[src/rtl/sm_seq_pkg.sv]
// Shared definitions for the sequence checker: state encodings, output decode
// and the timeout counter width helper.
package sm_seq_pkg;

    typedef enum logic [2:0] {
        ST_IDLE  = 3'b000,
        ST_S1    = 3'b001,
        ST_S2    = 3'b010,
        ST_ERROR = 3'b100
    } state_t;

    // Output decode constants, packed as {o1, o2, err}
    localparam logic [2:0] OUT_IDLE  = 3'b000;
    localparam logic [2:0] OUT_S1    = 3'b100;
    localparam logic [2:0] OUT_S2    = 3'b010;
    localparam logic [2:0] OUT_ERROR = 3'b111;

    // Bits needed to count 0..timeout, never less than one
    function automatic int unsigned tmo_width(input int unsigned timeout);
        int unsigned w;
        w = (timeout == 0) ? 1 : $clog2(timeout + 1);
        return (w < 1) ? 1 : w;
    endfunction

    function automatic logic [2:0] decode(input state_t s);
        logic [2:0] o;
        o = OUT_IDLE;
        case (s)
            ST_S1:    o = OUT_S1;
            ST_S2:    o = OUT_S2;
            ST_ERROR: o = OUT_ERROR;
            default:  o = OUT_IDLE;
        endcase
        return o;
    endfunction

endpackage

[src/rtl/sm_seq_chan.sv]
// One channel of the i1/i2 handshake checker: FSM, S1 stall timer,
// saturating error counter and sequence-complete flag.
module sm_seq_chan
    import sm_seq_pkg::*;
#(
    parameter int unsigned TIMEOUT = 8,
    parameter int unsigned CW      = 4,
    parameter int unsigned STICKY  = 0
) (
    input  logic          clk,
    input  logic          rst,
    input  logic          i1,
    input  logic          i2,
    input  logic          err_clr,
    output logic          o1,
    output logic          o2,
    output logic          err,
    output logic          done,
    output logic [CW-1:0] err_cnt
);

    localparam int unsigned     TW       = tmo_width(TIMEOUT);
    localparam logic [TW-1:0]   TMO_LAST = TW'((TIMEOUT == 0) ? 0 : TIMEOUT - 1);
    localparam logic [CW-1:0]   CNT_MAX  = '1;

    state_t        state;
    state_t        state_nx;
    logic [TW-1:0] tmo_cnt;
    logic [TW-1:0] tmo_nx;
    logic [CW-1:0] cnt_nx;
    logic          tmo_fire;
    logic          err_entry;
    logic          done_nx;

    always_ff @(posedge clk or posedge rst) begin
        if (rst) begin
            state   <= ST_IDLE;
            tmo_cnt <= '0;
            err_cnt <= '0;
            done    <= 1'b0;
        end else begin
            state   <= state_nx;
            tmo_cnt <= tmo_nx;
            err_cnt <= cnt_nx;
            done    <= done_nx;
        end
    end

    always_comb begin
        state_nx  = state;
        tmo_fire  = 1'b0;
        tmo_nx    = '0;
        cnt_nx    = err_cnt;
        err_entry = 1'b0;
        done_nx   = 1'b0;

        if (TIMEOUT != 0) begin
            tmo_fire = (tmo_cnt == TMO_LAST);
        end

        case (state)
            ST_IDLE: begin
                if (i1) state_nx = i2 ? ST_S1 : ST_ERROR;
            end
            ST_S1: begin
                // i2 takes priority over an expiring timer
                if (i2)            state_nx = i1 ? ST_S2 : ST_ERROR;
                else if (tmo_fire) state_nx = ST_ERROR;
            end
            ST_S2: begin
                if (!i2) state_nx = i1 ? ST_IDLE : ST_ERROR;
            end
            ST_ERROR: begin
                if (!i1 && ((STICKY == 0) || err_clr)) state_nx = ST_IDLE;
            end
            default: state_nx = ST_IDLE;
        endcase

        err_entry = (state != ST_ERROR) && (state_nx == ST_ERROR);
        done_nx   = (state == ST_S2) && (state_nx == ST_IDLE);

        // Timer restarts on every S1 entry and only runs while S1 persists
        if ((TIMEOUT != 0) && (state == ST_S1) && (state_nx == ST_S1)) begin
            tmo_nx = TW'(tmo_cnt + 1'b1);
        end

        // Clear beats a coincident increment
        if (err_clr) begin
            cnt_nx = '0;
        end else if (err_entry && (err_cnt != CNT_MAX)) begin
            cnt_nx = CW'(err_cnt + 1'b1);
        end

        {o1, o2, err} = decode(state);
    end

endmodule

[config.mk]
export PLATFORM = sky130hd
export DESIGN_NAME = sm_seq_chan
export DESIGN_NICKNAME = d
export VERILOG_FILES = /design/src/rtl/sm_seq_pkg.sv /design/src/rtl/sm_seq_chan.sv
export SDC_FILE = /design/constraint.sdc
export NUM_CORES = 1
export LEC_CHECK = 0
export ABC_AREA = 0
export BUFFER_PORTS_ARGS = -buffer_cell sky130_fd_sc_hd__buf_2
export CORE_MARGIN = 2
export CORE_UTILIZATION = 50
export CTS_CLUSTER_SIZE = 14
export DETAILED_ROUTE_END_ITERATION = 6
export PLACE_DENSITY = 0.8
export SYNTH_ARGS = -nofsm -noshare
export SYNTH_HDL_FRONTEND = slang
export SYNTH_SLANG_ARGS = --single-unit
[constraint.sdc]
create_clock -name clk -period 2.4 [get_ports clk]
set_clock_uncertainty 0.1 [all_clocks]
set_input_delay 0.24 -clock clk [delete_from_list [all_inputs] [get_ports clk]]
set_output_delay 0.24 -clock clk [all_outputs]
set_load 0.01 [all_outputs]
**Word level (Yosys, flattened, before mapping)**

Index checks and enable logic that the tools add are counted.

- Register bits: 12
- Output and inout port bits: 8
- Word-level logic and storage cells: 34

- Add/sub/neg operators: 2
- Eq/ne operators: 8
- Muxes and demuxes: 13
- Reduce and logical (&&, ||, !) cells: 7

Operator list:

| kind | count |
|---|---|
| 2-to-1 mux 3 bit | 8 |
| 2-to-1 mux 4 bit | 3 |
| case mux 3 bit (4 select lines) | 1 |
| case mux 3 bit (3 select lines) | 1 |
| adder 4 x 1 -> 4 bit (second input constant) | 2 |
| == test 3 x 1 -> 1 bit (second input constant) | 2 |
| == test 3 bit (second input constant) | 2 |
| logical NOT 3 bit | 2 |
| == test 4 x 3 -> 1 bit (second input constant) | 1 |
| logical AND 1 bit | 4 |
| != test 4 bit (second input constant) | 1 |
| == test 3 x 2 -> 1 bit (second input constant) | 1 |
| != test 3 bit (second input constant) | 1 |
| nonzero test 2 bit | 1 |

**Longest topological paths before layout**

- Depth in word-level cells: 9
- Depth in mapped cells: 5
- Mapped depth without buffers: 5

**Least setup slack after synthesis**

Ideal clock, no wire load.

- Kind: register to register
- Start point: register state[1]
- End point: register err_cnt[0]
- Setup time: 0.128 ns
- Arrival time: 1.706 ns
- Required time: 2.172 ns
- Path slack: 0.466 ns
- Cell stages (with the launch flop): 6
- Buffers on the path: 1
- Path through: dfrtp_1 > buf_6 > or3b_1 > a22o_1 > nor4b_4 > mux2_1

- Word-level cells in the longest chain between the ends: 7
- Elaborated cells between the ends (all ways): 15

Ends and longest elaborated chain:

| item | RTL line | RTL |
|---|---|---|
| from (decl) | sm_seq_chan.sv:26 | `state_t state;` |
| from (signal assigned) | sm_seq_chan.sv:42 | `state <= state_nx;` |
| 2-to-1 mux 3 bit | sm_seq_chan.sv:68 | `else if (tmo_fire) state_nx = ST_ERROR;` |
| 2-to-1 mux 3 bit | sm_seq_chan.sv:67 | `if (i2) state_nx = i1 ? ST_S2 : ST_ERROR;` |
| case mux 3 bit (4 select lines) | sm_seq_chan.sv:61 | `case (state)` |
| == test 3 bit | sm_seq_chan.sv:79 | `err_entry = (state != ST_ERROR) && (state_nx == ST_ERROR);` |
| logical AND 1 bit * | sm_seq_chan.sv:79 |  |
| logical AND 1 bit * | sm_seq_chan.sv:90 | `end else if (err_entry && (err_cnt != CNT_MAX)) begin` |
| nonzero test 2 bit (no line) * | -- |  |
| to (signal assigned) | sm_seq_chan.sv:44 | `err_cnt <= cnt_nx;` |
| to (decl) | sm_seq_chan.sv:19 | `output logic [CW-1:0] err_cnt` |

Every way passes the cells marked *; elsewhere a longest branch is shown, timed or not.
A chain may end at the register's enable or synchronous reset.

**Worst setup path after layout**

- Start point: register state[0]
- End point: register err_cnt[0]

The elaborated chain is that of the path after synthesis.

==> impl_metrics.csv <==
group,metric,value,unit
placed_design,dp_slack,0.3913,ns
clocking,cts_tree,"yes",
clocking,cts_resized,0,
critical_path,arrival,2.11,ns
critical_path,ff2ff_path_depth,4,
sta,hold_slack,0.1509,ns
power,power_density,633.2,mW/mm^2
critical_path,reg2reg_from,"state[0]",
sta,period_needed,2.053,ns
clocking,clk_latency,0.28,ns
synthesis,seq_area_frac_synth,41.52,%
power,ir_drop,0.0002997,V
sta,setup-tns-final,0,ns
synthesis,synth_compound_area_share,5.363,%
detailed_routing,postRouteWirelength,1338,um
detailed_routing,vias_per_cell,5.584,
detailed_routing,first_iter_violations,8,
synthesis,syn-cell-area,723.2,um^2
floorplan,start_util,54.22,%
placed_design,portBuffers,12,
sta,worst_slack,0.3473,ns
critical_path,start_kind,"flip-flop",
floorplan,chipHeight,42.03,um
sta,drv_slew,0,
sta,fin_crit_sh,85.53,%
synthesis,yosysTopAreaCell,"dfrtp_1",
synthesis,synth_cells,73,
critical_path,criticalPathCategory,"reg -> reg",
placed_design,dpl_cell_area,778.2,um^2
global_routing,first_global_vias,574,
finish,diodes,0,
synthesis,syn_nets,80,
sta,hold_viol,0,
power,power,0.5221,mW
min_path,min_path_cells,2,
synthesis,yosys.area_share.xor_xnor,6.055,%
critical_path,crit_fanout,12,
placed_design,routabilityCongestion,0.8077,
synthesis,synth_top_area_share,41.52,%
floorplan,num_rows,13,
detailed_routing,antenna_left,0,
placed_design,hpwl,948.9,um
synthesis,synthArstFlopShare,100.0,%
global_routing,grt-ovfl-total,0,
sta,worst_slew_pin_slew,0.4644,ns
global_routing,antenna_found_initial,0,
sta,fmax,0.4872,GHz
synthesis,synthFlopType,"dfrtp_1",
finish,nFillCells,116,
sta,setup_viol,0,
finish,syn_to_final_growth,14.01,%
synthesis,ys_warn_count,0,
placed_design,post-place-cells,96,
sta,max_slew_margin,69.00,%
synthesis,ys_types,29,
finish,fin_util,61.82,%
synthesis,avgSynthCellArea,9.907,um^2
floorplan,coreArea,0.001334,mm^2
critical_path,regToRegEndpoint,"err_cnt[0]",
outcome,outcome,"finished clean",
critical_path,ff2ff_setup_slack,0.35,ns
synthesis,muxShareOfSynthArea,7.439,%
finish,final_cell_mix,"dfrtp_1 (12), buf_2 (12), nor2_1 (10)",
min_path,hold_class,"in -> reg",
clocking,clk_path_buf_depth,2,
clocking,post-cts-setup-buffers,0,
sta,rsz0062_at_grt,"no",
detailed_routing,vias,564,
finish,layout.nets,94,
synthesis,synth_top_family_by_area,"simple AND/OR/NAND/NOR gates",
power,p_leak,0.4230,nW
floorplan,dieArea,0.001767,mm^2
synthesis,synth_edf_count,0,
synthesis,synthSimpleGateAreaFrac,31.31,%
finish,drive_gt1_share,20.93,%
detailed_routing,route.detailed.drc,0,
finish,finalNonFillerCells,101,
floorplan,pin_count,13,
clocking,numClockSinks,12,
floorplan,die_x,42.03,um
synthesis,synth_top_cells_by_area,"dfrtp_1 (42%), nor2_1 (5.2%), mux2_1 (4.7%), xor2_1 (3.6%), ha_1 (3.5%)",
clocking,clk_transition_reported_paths,0.09,ns
finish,design_area,824.5,um^2
global_routing,grt_pass1_wl,2415,um
clocking,htreeDepth,1,
global_routing,grt.total_usage,18.37,%
job,cap_viol_max_count,0,
synthesis,yosys_register_bits,12,
global_routing,grt_max_degree,13,
critical_path,cp-startpoint,"state[0]",
critical_path,worst_setup_path_end_kind,"flip-flop",
synthesis,yosys.area_share.adder,3.460,%
critical_path,required,2.46,ns
detailed_routing,firstDrtPassIters,4,
critical_path,cp-endpoint,"err_cnt[0]",
clocking,root_buffer,"clkbuf_4",
clocking,cts_made_buffers,3,
detailed_routing,drt-wirelength-per-cell,13.25,um
-- layout make-up --
| class | count | area (um^2) | area share [%] |
|---|---|---|---|
| Multi-Input combinational cell | 54 | 387.9 | 47.04 |
| Sequential cell | 12 | 300.3 | 36.42 |
| Timing Repair Buffer | 13 | 70.07 | 8.498 |
| Clock buffer | 4 | 36.28 | 4.401 |
| Tap cell | 15 | 18.77 | 2.276 |
| Inverter | 3 | 11.26 | 1.366 |
-- per-layer routing --
metal	share of wire (%)	track usage (%)	vias up	routed length, um
met4	3.8	14.37	0	51
met5	0	0	-	0
met2	46	27.50	17	615
met1	45	22.04	262	600
li1	-	-	279	-
met3	5.2	5.172	6	70
-- cells by family after synthesis --
group,after synthesis
DFF,12
xor gates and xnor gates,5
adders and majority gates,2
muxes,5
AOI/OAI and AO/OA,6
buffers and inverters,7
and+or+nand+nor,36
-- sequential cells by signal, summed over array words and instances, names as in the netlist --
register and cells:
done 1, state 3, tmo_cnt 4, err_cnt 4
-- cell usage after synthesis (all sizes together) (2+ instances only) --
library cell / instances
dfrtp: 12
nor2: 10
nand3: 4
nor2b: 4
inv: 3
mux2: 3
nand2b: 3
nand3b: 3
xor2: 3
a21oi: 2
and3: 2
buf: 2
clkbuf: 2
ha: 2
mux2i: 2
nor3: 2
nor3b: 2
nor4b: 2
xnor2: 2
-- report_power, final --
part	internal, mW	total (mW)	switching (mW)	leakage, nW
clock network	0.0923	0.165	0.0729	0.0210
logic	0.0556	0.116	0.0608	0.238
registers	0.215	0.240	0.0258	0.164
total	0.363	0.522	0.159	0.423
-- what timing repair did --
action,in CTS,in global routing
hold buffers,1,0
endpoints found under the hold margin,12,0
setup endpoints to repair,0,0
-- critical path, stage by stage, from the launching register on --
cell     delay [ns]
dfrtp_1        0.55
or3b_1         0.38
a22o_1         0.25
nor4b_4        0.31
mux2_1         0.35
-- worst min-delay path by stage --
stage | start | slack (ns) | endpoint
floorplan | rst | 0.005 | done
CTS | i1 | 0.16 | state[2]
global placement | rst | 0.17 | err_cnt[2]
global route | i1 | 0.16 | state[2]
detailed placement | rst | 0.18 | done
finish | i1 | 0.15 | state[2]
(Power assumes the default switching activity.)
